[config.mk]
export PLATFORM = sky130hd
export DESIGN_NAME = pipe_skid_stage
export DESIGN_NICKNAME = d
export VERILOG_FILES = /design/src/rtl/pipe_pkg.sv /design/src/rtl/pipe_data_reg.sv /design/src/rtl/pipe_skid_stage.sv
export SDC_FILE = /design/constraint.sdc
export NUM_CORES = 1
export LEC_CHECK = 0
export BUFFER_PORTS_ARGS = -buffer_cell sky130_fd_sc_hd__buf_2
export CAP_MARGIN = 25
export CORE_AREA = 8 8 120 122
export DETAILED_ROUTE_END_ITERATION = 10
export DIE_AREA = 0 0 128 130
export MAX_ROUTING_LAYER = met4
export PLACE_DENSITY = 0.85
export SLEW_MARGIN = 15
export SYNTH_ARGS = -nofsm -noshare
export SYNTH_HDL_FRONTEND = slang
export SYNTH_HIERARCHICAL = 1
export SYNTH_SLANG_ARGS = --single-unit
[constraint.sdc]
create_clock -name clk -period 2.2 [get_ports clk]
set_input_delay 0 -clock clk [delete_from_list [all_inputs] [get_ports clk]]
set_output_delay 0 -clock clk [all_outputs]
set_load 0.01 [all_outputs]
[src/rtl/pipe_pkg.sv]
// Shared types and constants for elastic pipeline stage registers.
// Used by pipe_skid_stage and pipe_data_reg.
package pipe_pkg;

    typedef enum logic [1:0] {
        EMPTY = 2'd0,
        BUSY  = 2'd1,
        FULL  = 2'd2
    } pipe_state_e;

    localparam logic [31:0] NOP_INSTR = 32'h0000_0013;
    localparam int          IFID_W    = 64;

endpackage

[src/rtl/pipe_data_reg.sv]
// Single payload register with async reset, synchronous clear and load.
// Both reset and clear return the register to BUBBLE_DATA.
module pipe_data_reg
    import pipe_pkg::*;
#(
    parameter int                 DATA_W      = 64,
    parameter logic [DATA_W-1:0]  BUBBLE_DATA = '0
) (
    input  logic              clk,
    input  logic              rst,
    input  logic              clear,
    input  logic              load,
    input  logic [DATA_W-1:0] d,
    output logic [DATA_W-1:0] q
);

    always_ff @(posedge clk or posedge rst) begin
        if (rst) begin
            q <= BUBBLE_DATA;
        end else if (clear) begin
            q <= BUBBLE_DATA;
        end else if (load) begin
            q <= d;
        end
    end

endmodule

[src/rtl/pipe_skid_stage.sv]
// Elastic pipeline stage with 2-entry skid buffer and registered in_ready.
// Optional stall counter enabled by defining PIPE_STALL_CNT_EN.
module pipe_skid_stage
    import pipe_pkg::*;
#(
    parameter int                 DATA_W      = 64,
    parameter logic [DATA_W-1:0]  BUBBLE_DATA = '0
) (
    input  logic              clk,
    input  logic              rst,
    input  logic              flush,
    input  logic              in_valid,
    output logic              in_ready,
    input  logic [DATA_W-1:0] in_data,
    output logic              out_valid,
    input  logic              out_ready,
    output logic [DATA_W-1:0] out_data,
    output logic [31:0]       stall_cycles
);

    pipe_state_e       state;
    pipe_state_e       state_next;
    logic              acc;
    logic              pop;
    logic              main_load;
    logic              main_clear;
    logic              skid_load;
    logic              skid_clear;
    logic [DATA_W-1:0] main_d;
    logic [DATA_W-1:0] skid_q;

    assign in_ready  = (state != FULL);
    assign out_valid = (state != EMPTY);
    assign acc       = in_valid & in_ready;
    assign pop       = out_valid & out_ready;

    // In FULL the main register refills from skid; otherwise from upstream.
    assign main_d = (state == FULL) ? skid_q : in_data;

    always_ff @(posedge clk or posedge rst) begin
        if (rst) begin
            state <= EMPTY;
        end else begin
            state <= state_next;
        end
    end

    always_comb begin
        state_next = state;
        main_load  = 1'b0;
        main_clear = 1'b0;
        skid_load  = 1'b0;
        skid_clear = 1'b0;
        if (flush) begin
            state_next = EMPTY;
            main_clear = 1'b1;
            skid_clear = 1'b1;
        end else begin
            unique case (state)
                EMPTY: begin
                    if (acc) begin
                        state_next = BUSY;
                        main_load  = 1'b1;
                    end
                end
                BUSY: begin
                    if (acc && pop) begin
                        main_load  = 1'b1;
                    end else if (acc) begin
                        state_next = FULL;
                        skid_load  = 1'b1;
                    end else if (pop) begin
                        state_next = EMPTY;
                        main_clear = 1'b1;
                    end
                end
                FULL: begin
                    if (pop) begin
                        state_next = BUSY;
                        main_load  = 1'b1;
                        skid_clear = 1'b1;
                    end
                end
                default: begin
                    state_next = EMPTY;
                    main_clear = 1'b1;
                    skid_clear = 1'b1;
                end
            endcase
        end
    end

    pipe_data_reg #(
        .DATA_W      (DATA_W),
        .BUBBLE_DATA (BUBBLE_DATA)
    ) u_main (
        .clk   (clk),
        .rst   (rst),
        .clear (main_clear),
        .load  (main_load),
        .d     (main_d),
        .q     (out_data)
    );

    pipe_data_reg #(
        .DATA_W      (DATA_W),
        .BUBBLE_DATA (BUBBLE_DATA)
    ) u_skid (
        .clk   (clk),
        .rst   (rst),
        .clear (skid_clear),
        .load  (skid_load),
        .d     (in_data),
        .q     (skid_q)
    );

`ifdef PIPE_STALL_CNT_EN
    logic [31:0] stall_q;

    always_ff @(posedge clk or posedge rst) begin
        if (rst) begin
            stall_q <= '0;
        end else if (flush) begin
            stall_q <= '0;
        end else if (out_valid && !out_ready && (stall_q != 32'hFFFF_FFFF)) begin
            stall_q <= stall_q + 32'd1;
        end
    end

    assign stall_cycles = stall_q;
`else
    assign stall_cycles = 32'd0;
`endif

endmodule

==> key figures <==
Outcome
  • Run status: complete, no violations

Timing
  • Final Slew Violations: 0
  • Worst-margin pin slew: 0.702 ns
  • FMAX: 533 MHz
  • Final period utilization: 85.4%
  • WHS: approximately 0.021 ns
  • RSZ-0062 raised after global routing: false
  • Layout Skew: 0.00570 ns
  • Final setup viols: 0
  • Worst rel slew slack: 53.1%
  • Final Critical Period: 1.88 ns
  • Fin Setup TNS: 0 ns
  • Fin. Hold Viols: 0

Clock network
  • Clock sinks: 130
  • Post-CTS Hold Fix Bufs: 69
  • Clock Tree Root: clkbuf_16
  • CTS buffer count: 17
  • Post-CTS Resized: 0
  • Clk_lat worst skew: 0.41 ns
  • Post-CTS setup buffer count: 0
  • Clock tree from TritonCTS: built
  • Reg clk slew, reported paths: 0.06 ns
  • Htree depth: 4
  • Clock Path Buffers: 2

Synthesis
  • Synth top area cells: dfrtp_1, mux2i_1, mux2_4
  • Async SR Flop Fraction: between 90% and 100%
  • Yosys top cell area share: 49.4%
  • Netlist cell types: 23
  • Synth area leader: dfrtp_1
  • Cell area after synthesis: about 0.0066 mm²
  • Sequential-to-total area share from yosys stat: 49.4%
  • Flops & latches, synth: 130
  • Main flop type after synthesis: dfrtp_1
  • Avg Cell Area, Syn: 12.2 µm²
  • Post-synth EDFFs: 0
  • Post-synthesis cell count: 538
  • YS warnings: 6

Routing
  • Vias per inst: 5.08
  • Residual DRC count: 0
  • Vias: 4692
  • ANT nets after route: 0
  • Highest metal used: met4
  • Met2 wire len: 8170 µm
  • Drt initial violations: 247
  • Metal3 WL: just over 900 µm
  • M1 WL: roughly 6700 µm
  • Wirelength per Cell: 17.6 µm
  • TritonRoute pass-1 iters: 4
  • Final WL: 16300 µm

Critical path
  • Cell depth of the worst setup path: 5
  • CP max FO: 32
  • Setup CP Type: flip-flop to flip-flop
  • Crit path to: u_skid/q[62]
  • Critical Path RT: 2.49 ns
  • CP peak stage delay: 0.46 ns
  • Startpoint types: flip-flop
  • Logic depth of the worst register-to-register path: 5
  • Worst R2R Setup Slack: 0.32 ns
  • Worst Path Buf+Inv: 1
  • CP max stage cell: dfrtp_1
  • RR Startpoint: state[1]
  • Crit. Startpoint: state[1]
  • CP endpoint kind: flip-flop
  • CP top delay family: simple AND/OR/NAND/NOR gates
  • FF-to-FF End: u_skid/q[62]
  • Critical path cell sequence: nor2b_1 > nor3b_2 > buf_12 > mux2i_1 > nor2_1
  • Arr. time, crit path: 2.17 ns

Floorplan
  • Initial core utilization: 53.0%
  • Core Region: between 0.01 and 0.015 mm²
  • Die Span Y: around 130 µm
  • Die width: 128 µm
  • Cell Rows: 41
  • # IOs: between 150 and 200
  • Die ar.: 0.0166 mm²

Place
  • HPWL after DPL: about 10000 µm
  • I/O Buffers: 134
  • Gpl congestion: 0.755

Power and ir drop
  • Leak: 4.31 nW
  • Logic pwr share: ~12%
  • Cell area power density: 776 mW/mm²
  • Peak VDD IR: between 0.0007 and 0.0008 V
  • Clock share of power: 51.1%
  • Reg power frac: between 30% and 40%
  • Switch Pwr: between 1 and 1.5 mW
  • Int Power: between 5 and 6 mW
  • Switching Fraction: between 20 and 25%

Layout
  • Total Nets Final: 804
  • Layout cell share with drive strength beyond 1: 33.3%
  • Most frequent cells in the layout: buf_2, dfrtp_1, mux2i_1, nor2_1, dlygate4sd3_1
  • Synth-to-layout area growth: 31.5%
  • Fill count: roughly 900
  • Commonest non-fill, non-tap cell in the layout: buf_2

Global route
  • Tot GR Track Use: 20.8%
  • Initial antenna violation count: 0
  • First-pass GRT wire length: between 20000 and 30000 µm
  • Vias in the first global route: 5246
  • Aggregate global routing overflow: 0
  • Largest net degree at the start of global routing: 64

Min path
  • Worst min path class: primary input to async pin

Flow run
  • Maxcap violations: 0
## worst min-delay path by stage
stage | startpoint | endpoint | slack [ns] | cells after the start
detailed placement | rst | state[1] | -0.1 | 2
floorplan | rst | state[0] | -0.26 | 1
finish | rst | state[1] | 0.02 | 3
global placement | rst | state[0] | -0.1 | 2
CTS | rst | state[0] | 0.002 | 3
global route | rst | state[0] | 0.03 | 3
## metal layers
metal / up-vias / global-route usage, %
met1: 2322 / 22.6
li1: 2149 / -
met4: 0 / 11.2
met3: 41 / 5.02
met5: - / -
met2: 180 / 34.8
## logic make-up (layout without fill, tap and decap cells)
logic type | after synthesis | in the layout | synth area share (%)
and+or+nand+nor | 140 | 140 | 8.41
buffers and inverters | 70 | 249 | 8.94
DFF | 130 | 130 | 49.4
AOI/OAI and AO/OA | 5 | 5 | 0.437
muxes | 192 | 192 | 32.7
other | 1 | 36 | 0.0570
## cell usage after synthesis, drive strengths merged, types with 2 or more instances
cell type	number
buf	65
nand2b	4
inv	3
nor2	128
nor2b	2
dfrtp	130
o21ai	2
nand2	2
clkbuf	2
mux2i	128
mux2	64
## power groups by stage
stage	combinational, mW	sequential [mW]	clock [mW]
detailed placement	0.667	2.55	0
global placement	0.643	2.55	0
CTS	0.766	2.51	3.47
finish	0.772	2.51	3.43
global route	0.838	2.52	3.56
floorplan	0.461	2.57	0
## cell type report
class / count / area (µm²) / area share (%)
Tap cell: 172 / 215 / 2.49
Clock buffer: 18 / 439 / 5.08
Antenna cell: 4 / 10.0 / 0.116
Multi-Input combinational cell: 369 / 2880 / 33.3
Sequential cell: 130 / 3250 / 37.6
Timing Repair Buffer: 214 / 1560 / 18.0
Clock inverter: 14 / 283 / 3.27
Inverter: 3 / 11.3 / 0.130
## sequential cells by signal, summed over array words and instances (netlist names)
| name | flops |
|---|---|
| state | 2 |
| u_skid/q | 64 |
| u_main/q | 64 |
## worst min-delay path, stage by stage
cell and delay (ns):
dlygate4sd3_1 0.52, buf_2 0.15, inv_1 0.09
## stage by stage
stage | power, mW | worst slack (ns) | utilization, % | area [µm²] | instances
6_report | 6.71 | 0.322 | 69.7 | 8650 | 924
2_1_floorplan | 3.04 | 0.602 | - | 6700 | 569
4_1_cts | 6.75 | 0.325 | 69.6 | 8640 | 920
5_1_grt | 6.92 | 0.222 | 69.6 | 8640 | 920
3_5_place_dp | 3.22 | 0.383 | 58.2 | 7230 | 819
3_3_place_gp | 3.19 | 0.478 | 58.2 | 7230 | 819
No activity file was read; power rests on OpenSTA's default activity.
